**src/rtl/accel_sequencer_pkg.sv**
```systemverilog
// Shared definitions for the accelerometer sequencer.
// Holds the FSM state encoding, the sensor register map and init values,
// the command word field positions, and a helper that packs a command word.
// No ports; imported by accel_cmd_rom and accel_sequencer.
package accel_sequencer_pkg;

    typedef enum logic [2:0] {
        ST_IDLE,
        ST_INIT_ISSUE,
        ST_INIT_WAIT,
        ST_POLL_WAIT,
        ST_RD_ISSUE,
        ST_RD_WAIT,
        ST_PUBLISH,
        ST_ABORT
    } seq_state_t;

    // Sensor register addresses
    localparam logic [5:0] REG_BW_RATE     = 6'h2C;
    localparam logic [5:0] REG_POWER_CTL   = 6'h2D;
    localparam logic [5:0] REG_DATA_FORMAT = 6'h31;
    localparam logic [5:0] REG_DATAX0      = 6'h32;

    // Values written during initialisation
    localparam logic [7:0] DATA_FORMAT_VAL = 8'h08;
    localparam logic [7:0] BW_RATE_VAL     = 8'h0A;
    localparam logic [7:0] POWER_CTL_VAL   = 8'h08;

    // Command word layout
    localparam int CMD_RW_BIT   = 15;
    localparam int CMD_MB_BIT   = 14;
    localparam int CMD_ADDR_MSB = 13;
    localparam int CMD_ADDR_LSB = 8;
    localparam int CMD_DATA_MSB = 7;
    localparam int CMD_DATA_LSB = 0;

    // Table lengths and the index width that covers both tables
    localparam int INIT_LEN = 3;
    localparam int READ_LEN = 6;
    localparam int IDX_W    = $clog2(READ_LEN);

    function automatic logic [15:0] make_cmd(input logic       rw,
                                             input logic [5:0] addr,
                                             input logic [7:0] data);
        logic [15:0] c;
        c = '0;
        c[CMD_RW_BIT]                  = rw;
        c[CMD_MB_BIT]                  = 1'b0;
        c[CMD_ADDR_MSB:CMD_ADDR_LSB]   = addr;
        c[CMD_DATA_MSB:CMD_DATA_LSB]   = data;
        return c;
    endfunction

endpackage

```
**src/rtl/accel_cmd_rom.sv**
```systemverilog
// Combinational command table for the accelerometer sequencer.
// Ports:
//   is_read - 1 selects the read table (DATAX0..DATAZ1), 0 the init table
//   index   - table entry
//   cmd     - 16-bit command word for the selected entry (0 when out of range)
module accel_cmd_rom
    import accel_sequencer_pkg::*;
(
    input  logic             is_read,
    input  logic [IDX_W-1:0] index,
    output logic [15:0]      cmd
);

    always_comb begin
        cmd = '0;
        if (is_read) begin
            // Reads walk consecutive data registers starting at DATAX0
            if (index < IDX_W'(READ_LEN)) begin
                cmd = make_cmd(1'b1, REG_DATAX0 + 6'(index), 8'h00);
            end
        end else begin
            case (index)
                IDX_W'(0): cmd = make_cmd(1'b0, REG_DATA_FORMAT, DATA_FORMAT_VAL);
                IDX_W'(1): cmd = make_cmd(1'b0, REG_BW_RATE,     BW_RATE_VAL);
                IDX_W'(2): cmd = make_cmd(1'b0, REG_POWER_CTL,   POWER_CTL_VAL);
                default:   cmd = '0;
            endcase
        end
    end

endmodule

```
**src/rtl/accel_sequencer.sv**
```systemverilog
// Accelerometer transaction sequencer.
// Runs an init write table through an SPI master, then periodically reads
// the six data registers and publishes complete X/Y/Z samples.
// Ports:
//   clk_i, rst_n_i        - clock, asynchronous active-low reset
//   en_i                  - run enable (level)
//   req_o, cmd_o          - one-cycle request and command word to SPI master
//   ack_i, rdata_i        - completion pulse and read byte from SPI master
//   x_o, y_o, z_o         - published signed samples
//   sample_valid_o        - one-cycle pulse when samples update
//   init_done_o           - init table acknowledged
//   error_o               - sticky ack-timeout flag
module accel_sequencer
    import accel_sequencer_pkg::*;
#(
    parameter int POLL_DIV = 500000,
    parameter int TIMEOUT  = 200000
) (
    input  logic        clk_i,
    input  logic        rst_n_i,
    input  logic        en_i,
    output logic        req_o,
    output logic [15:0] cmd_o,
    input  logic        ack_i,
    input  logic [7:0]  rdata_i,
    output logic [15:0] x_o,
    output logic [15:0] y_o,
    output logic [15:0] z_o,
    output logic        sample_valid_o,
    output logic        init_done_o,
    output logic        error_o
);

    localparam int POLL_W = (POLL_DIV > 1) ? $clog2(POLL_DIV) : 1;
    localparam int TO_W   = (TIMEOUT > 1) ? $clog2(TIMEOUT) : 1;

    seq_state_t        state_q, state_d;
    logic [IDX_W-1:0]  idx_q;
    logic [POLL_W-1:0] poll_cnt_q;
    logic [TO_W-1:0]   to_cnt_q;
    // The last read byte goes straight from rdata_i into z_o, so only
    // five bytes need shadowing.
    logic [7:0]        shadow_q [READ_LEN-1];

    logic              rom_is_read;
    logic [15:0]       rom_cmd;
    logic              in_wait;
    logic              to_hit;
    logic              enter_abort;
    logic              poll_done;
    logic              last_init;
    logic              last_read;

    accel_cmd_rom u_rom (
        .is_read (rom_is_read),
        .index   (idx_q),
        .cmd     (rom_cmd)
    );

    assign in_wait     = (state_q == ST_INIT_WAIT) || (state_q == ST_RD_WAIT);
    // The timeout counter is loaded with 1 in the req_o cycle, so it holds
    // the number of cycles elapsed since the request.
    assign to_hit      = (to_cnt_q == TO_W'(TIMEOUT - 1));
    assign enter_abort = in_wait && !ack_i && to_hit;
    assign poll_done   = (poll_cnt_q == POLL_W'(POLL_DIV - 1));
    assign last_init   = (idx_q == IDX_W'(INIT_LEN - 1));
    assign last_read   = (idx_q == IDX_W'(READ_LEN - 1));

    always_ff @(posedge clk_i or negedge rst_n_i) begin
        if (!rst_n_i) begin
            state_q <= ST_IDLE;
        end else begin
            state_q <= state_d;
        end
    end

    // Next state plus the state-decoded outputs. cmd_o is held from the
    // ISSUE cycle through the end of WAIT because idx_q only moves on ack.
    always_comb begin
        state_d        = state_q;
        req_o          = 1'b0;
        cmd_o          = '0;
        sample_valid_o = 1'b0;
        rom_is_read    = 1'b0;
        case (state_q)
            ST_IDLE: begin
                if (en_i) begin
                    state_d = init_done_o ? ST_POLL_WAIT : ST_INIT_ISSUE;
                end
            end
            ST_INIT_ISSUE: begin
                req_o   = 1'b1;
                cmd_o   = rom_cmd;
                state_d = ST_INIT_WAIT;
            end
            ST_INIT_WAIT: begin
                cmd_o = rom_cmd;
                if (ack_i) begin
                    state_d = last_init ? ST_POLL_WAIT : ST_INIT_ISSUE;
                end else if (to_hit) begin
                    state_d = ST_ABORT;
                end
            end
            ST_POLL_WAIT: begin
                if (!en_i) begin
                    state_d = ST_IDLE;
                end else if (poll_done) begin
                    state_d = ST_RD_ISSUE;
                end
            end
            ST_RD_ISSUE: begin
                rom_is_read = 1'b1;
                req_o       = 1'b1;
                cmd_o       = rom_cmd;
                state_d     = ST_RD_WAIT;
            end
            ST_RD_WAIT: begin
                rom_is_read = 1'b1;
                cmd_o       = rom_cmd;
                if (ack_i) begin
                    state_d = last_read ? ST_PUBLISH : ST_RD_ISSUE;
                end else if (to_hit) begin
                    state_d = ST_ABORT;
                end
            end
            ST_PUBLISH: begin
                sample_valid_o = 1'b1;
                state_d        = en_i ? ST_POLL_WAIT : ST_IDLE;
            end
            ST_ABORT: begin
                state_d = ST_IDLE;
            end
            default: begin
                state_d = ST_IDLE;
            end
        endcase
    end

    // Counters, table index, read shadow bytes and the published samples.
    // Samples are loaded on the final read ack so they appear together with
    // sample_valid_o in PUBLISH; error_o and init_done_o change on the edge
    // into ABORT so the abort cycle already shows them.
    always_ff @(posedge clk_i or negedge rst_n_i) begin
        if (!rst_n_i) begin
            idx_q       <= '0;
            poll_cnt_q  <= '0;
            to_cnt_q    <= '0;
            x_o         <= '0;
            y_o         <= '0;
            z_o         <= '0;
            init_done_o <= 1'b0;
            error_o     <= 1'b0;
            for (int i = 0; i < READ_LEN - 1; i++) begin
                shadow_q[i] <= '0;
            end
        end else begin
            if (state_q == ST_POLL_WAIT) begin
                poll_cnt_q <= poll_done ? '0 : poll_cnt_q + POLL_W'(1);
            end else begin
                poll_cnt_q <= '0;
            end

            if ((state_q == ST_INIT_ISSUE) || (state_q == ST_RD_ISSUE)) begin
                to_cnt_q <= TO_W'(1);
            end else if (in_wait) begin
                to_cnt_q <= to_cnt_q + TO_W'(1);
            end else begin
                to_cnt_q <= '0;
            end

            if (in_wait && ack_i) begin
                if ((state_q == ST_INIT_WAIT && last_init) ||
                    (state_q == ST_RD_WAIT && last_read)) begin
                    idx_q <= '0;
                end else begin
                    idx_q <= idx_q + IDX_W'(1);
                end
            end else if ((state_q == ST_POLL_WAIT) || (state_q == ST_ABORT)) begin
                idx_q <= '0;
            end

            if (state_q == ST_RD_WAIT && ack_i) begin
                if (last_read) begin
                    x_o <= {shadow_q[1], shadow_q[0]};
                    y_o <= {shadow_q[3], shadow_q[2]};
                    z_o <= {rdata_i, shadow_q[4]};
                end else begin
                    for (int i = 0; i < READ_LEN - 1; i++) begin
                        if (idx_q == IDX_W'(i)) begin
                            shadow_q[i] <= rdata_i;
                        end
                    end
                end
            end

            if (state_q == ST_INIT_WAIT && ack_i && last_init) begin
                init_done_o <= 1'b1;
            end else if (enter_abort) begin
                init_done_o <= 1'b0;
            end

            if (enter_abort) begin
                error_o <= 1'b1;
            end
        end
    end

endmodule

```
**config.mk**
```make
export PLATFORM = sky130hd
export DESIGN_NAME = accel_sequencer
export DESIGN_NICKNAME = d
export VERILOG_FILES = /design/src/rtl/accel_sequencer_pkg.sv /design/src/rtl/accel_cmd_rom.sv /design/src/rtl/accel_sequencer.sv
export SDC_FILE = /design/constraint.sdc
export NUM_CORES = 1
export LEC_CHECK = 0
export CAP_MARGIN = 20
export CORE_MARGIN = 10
export CORE_UTILIZATION = 40
export CTS_CLUSTER_SIZE = 28
export DETAILED_ROUTE_END_ITERATION = 7
export GPL_ROUTABILITY_DRIVEN = 0
export GPL_TIMING_DRIVEN = 0
export PLACE_DENSITY = 0.62
export SETUP_SLACK_MARGIN = 0.15
export SLEW_MARGIN = 20
export SYNTH_ARGS = -nofsm -noshare
export SYNTH_HDL_FRONTEND = slang
export SYNTH_SLANG_ARGS = --single-unit
```
**constraint.sdc**
```tcl
create_clock -name clk_i -period 5 [get_ports clk_i]
set_input_delay 0.75 -clock clk_i [delete_from_list [all_inputs] [get_ports clk_i]]
set_output_delay 0.75 -clock clk_i [all_outputs]
set_load 0.05 [all_outputs]
```
==> flow_summary.ini <==
[synth]
synth_common_cells = dfrtp_1 (133), mux2_2 (88), nor2_1 (49)
synth.most_common_cell = dfrtp_1
synth_flop_cell = dfrtp_1
yosys_register_bits = 133
synth_area_leaders = dfrtp_1 (57%), mux2_2 (17%), nor2_1 (3.2%)
synth_cell_types = 47
synthArstFlopShare = 1.00
synth_area_per_cell_sq_um = 12.4
yosys_warnings = 0
yosysSeqAreaShare = 0.573
netlist_area_sq_um = 5810
synth_edf_count = 0
synthCells = 470
synth_top_cell_by_area = dfrtp_1
synth.top_cell.area_share = 0.573

[global_routing]
grt_start_max_net_pins = 71
antenna_found_initial = 0
grt-ovfl-total = 0
grt_pass1_vias = 4050
grt_pass1_wl_microns = 21200
track_usage = 0.133

[critical_path]
path_max_fanout = 9
ff2ff_setup_slack_ns = 2.60
critPathMaxStageDelay_ns = 0.80
setup.worst_path.end_class = output pin
crit_top_cell = nand2b_1
cp.required_ns = 4.25
path_buf_inv = 2
path_cells = clkbuf_1, nand2b_1, a211oi_1, o21a_1, nand2b_1, nand2b_1, clkdlybuf4s50_1
critical-path-slowest-cell = clkdlybuf4s50_1
critical-path-top-delay-family = buffers and inverters
worstSetupStartpoint = state_q[0]
r2r_cells = 7
rr_startpoint = state_q[2]
worstSetupPathType = register to output pin
worst-path-stages = 7
endpoint = cmd_o[13]
cp.arrival_ns = 2.98
reg2reg_to = x_o[5]
worstSetupStartpointType = register

[job]
maxCapViolCount = 0

[floorplanning]
die_h_microns = 140
rows = 43
ios = 80
die_area_sq_um = 19700
core_area_sq_um = 14000
start_util = 0.414
dieWidth_microns = 140

[clock_network]
clk_path_buf_depth = 2
clk_latency_ns = 0.41
ctsHoldBuffers = 0
root_buffer = clkbuf_16
cts_made_buffers = 17
cts.sinks = 133
htree_levels = 4
cts_resized = 0
cts_tree = yes
clkTransAtPathRegs_ns = 0.06
postCtsSetupRepairBufs = 0

[sta]
period_needed_ns = 3.73
hold_violations = 0
finalClockSkew_ns = 0.00541
max_freq_ghz = 0.268
maxSlewHeadroom = 0.491
setup_viol = 0
tightest_slew_ns = 0.761
rsz0062_at_grt = no
post-route-period-util = 0.747
maxSlewViolCount = 0
finalWorstSetupSlack_ns = 1.27

[finish]
nets = 587
layoutNonFillerInstCount = 760
multi_input_area_sq_um = 2340
register_area_sq_um = 3330
drive_above_1_share = 0.238
stdcell_area_sq_um = 7420
syn2layout_area_growth_pct = 27.8
diodes = 0
nFillCells = 1182

[detailed_routing]
wl_per_cell_microns = 16.7
drt_iter0_markers = 184
dr.pass1.iters = 4
drc = 0
vias_per_cell = 5.00
wl_microns = 12700
vias = 3798
antenna_left = 0

[worst_hold_path]
hp-class = input pin to async pin

[power_and_ir_drop]
ir_worst_vdd_mv = 0.441
power.density_nw_per_um2 = 420
power_leakage_nw = 3.37

[placed_design]
placedCellCount = 728
portBuffers = 71
hpwlAfterDp_microns = 8910
post-place-ws_ns = 1.73
post_dp_cell_area_sq_um = 6800

[outcome]
status = finished, final reports clean
kinds of logic (layout without fill, tap and decap cells):
kind of cell / count (synthesis) / count (layout) / share of synthesized area
compound gates: 29 / 29 / 0.0388
xor+xnor: 33 / 33 / 0.0498
fa+ha+maj: 8 / 8 / 0.0172
buf+inv: 35 / 139 / 0.0278
flops: 133 / 133 / 0.573
mux: 88 / 88 / 0.171
other cells: 1 / 7 / 0.000646
simple gates: 143 / 143 / 0.122
routing by layer:
layer / track usage / share of wire / routed length (microns) / vias to the layer above
li1: - / - / - / 1816
met1: 0.169 / 0.47 / 5920 / 1878
met2: 0.200 / 0.45 / 5750 / 87
met3: 0.0453 / 0.061 / 769 / 17
met4: 0.0587 / 0.018 / 225 / 0
met5: 0 / 0 / 0 / -
worst min path at each step:
stage	startpoint	endpoint	slack (ns)	cells past startpoint
final	rst_n_i	to_cnt_q[8]	0.26	1
after global routing	rst_n_i	to_cnt_q[8]	0.29	1
after detailed placement	error_o	error_o	0.46	1
after CTS	rst_n_i	to_cnt_q[8]	0.27	1
after floorplan	rst_n_i	error_o	0.45	0
after global placement	error_o	error_o	0.46	1
final cells by class:
type	instances	share of cell area
well taps	180	0.0303
inverters	13	0.00657
repair buffers	72	0.100
flip-flops and latches	133	0.448
multi-input cells	308	0.315
clock inverters	12	0.0239
clock buffers	20	0.0602
plain buffers	22	0.0152
worst reg2reg max path, stage by stage (launching register included):
cell and delay (ns):
dfrtp_1 0.32, buf_2 0.18, nor2b_1 0.24, nand3_1 0.22
nor2_1 0.30, buf_2 0.33, buf_2 0.32, mux2_2 0.37
layout by cell type (no fill, tap or decap), types with 2 or more instances in the layout:
master           netlist  layout
a2111oi_0              3       3
a21o_1                 3       3
a21oi_1                2       2
and2_1                 4       4
buf_1                  2       2
buf_2                  3       3
buf_4                  7       7
bufinv_16              0       4
clkbuf_1              10      12
clkbuf_16              0      17
clkdlybuf4s50_1        0      70
clkinv_2               0       3
clkinv_4               0       3
conb_1                 1       7
dfrtp_1              133     133
ha_1                   8       8
inv_1                 13      13
mux2_2                88      88
nand2_1               22      22
nand2b_1               8       8
nand3_1               18      18
nand4_1               11      11
nor2_1                49      49
nor2b_1                5       5
nor3_1                10      10
nor4_1                 4       4
o21ai_0                6       6
o22ai_1                3       3
o31ai_1                2       2
or3_1                  2       2
xnor2_1               15      15
xor2_1                18      18
registers in the layout (all words and copies together), names as in the netlist:
signal and count:
error_o 1, idx_q 3, init_done_o 1, poll_cnt_q 19, shadow_q 40, state_q 3
to_cnt_q 18, x_o 16, y_o 16, z_o 16
per-stage QoR:
stage          utilization  hold slack, ns  TNS, ns  power, mW
2_1_floorplan            -           0.453        0       1.60
6_report             0.529           0.260        0       3.12
5_1_grt              0.529           0.294        0       3.26
3_3_place_gp         0.482           0.455  -265.54       1.81
3_5_place_dp         0.484           0.462        0       1.82
4_1_cts              0.529           0.270        0       3.15
power by group:
part	internal (mW)	switching, mW
logic	0.208	0.428
clock network	0.848	0.465
registers	1.12	0.0450
total	2.18	0.939
(Power assumes the default switching activity.)
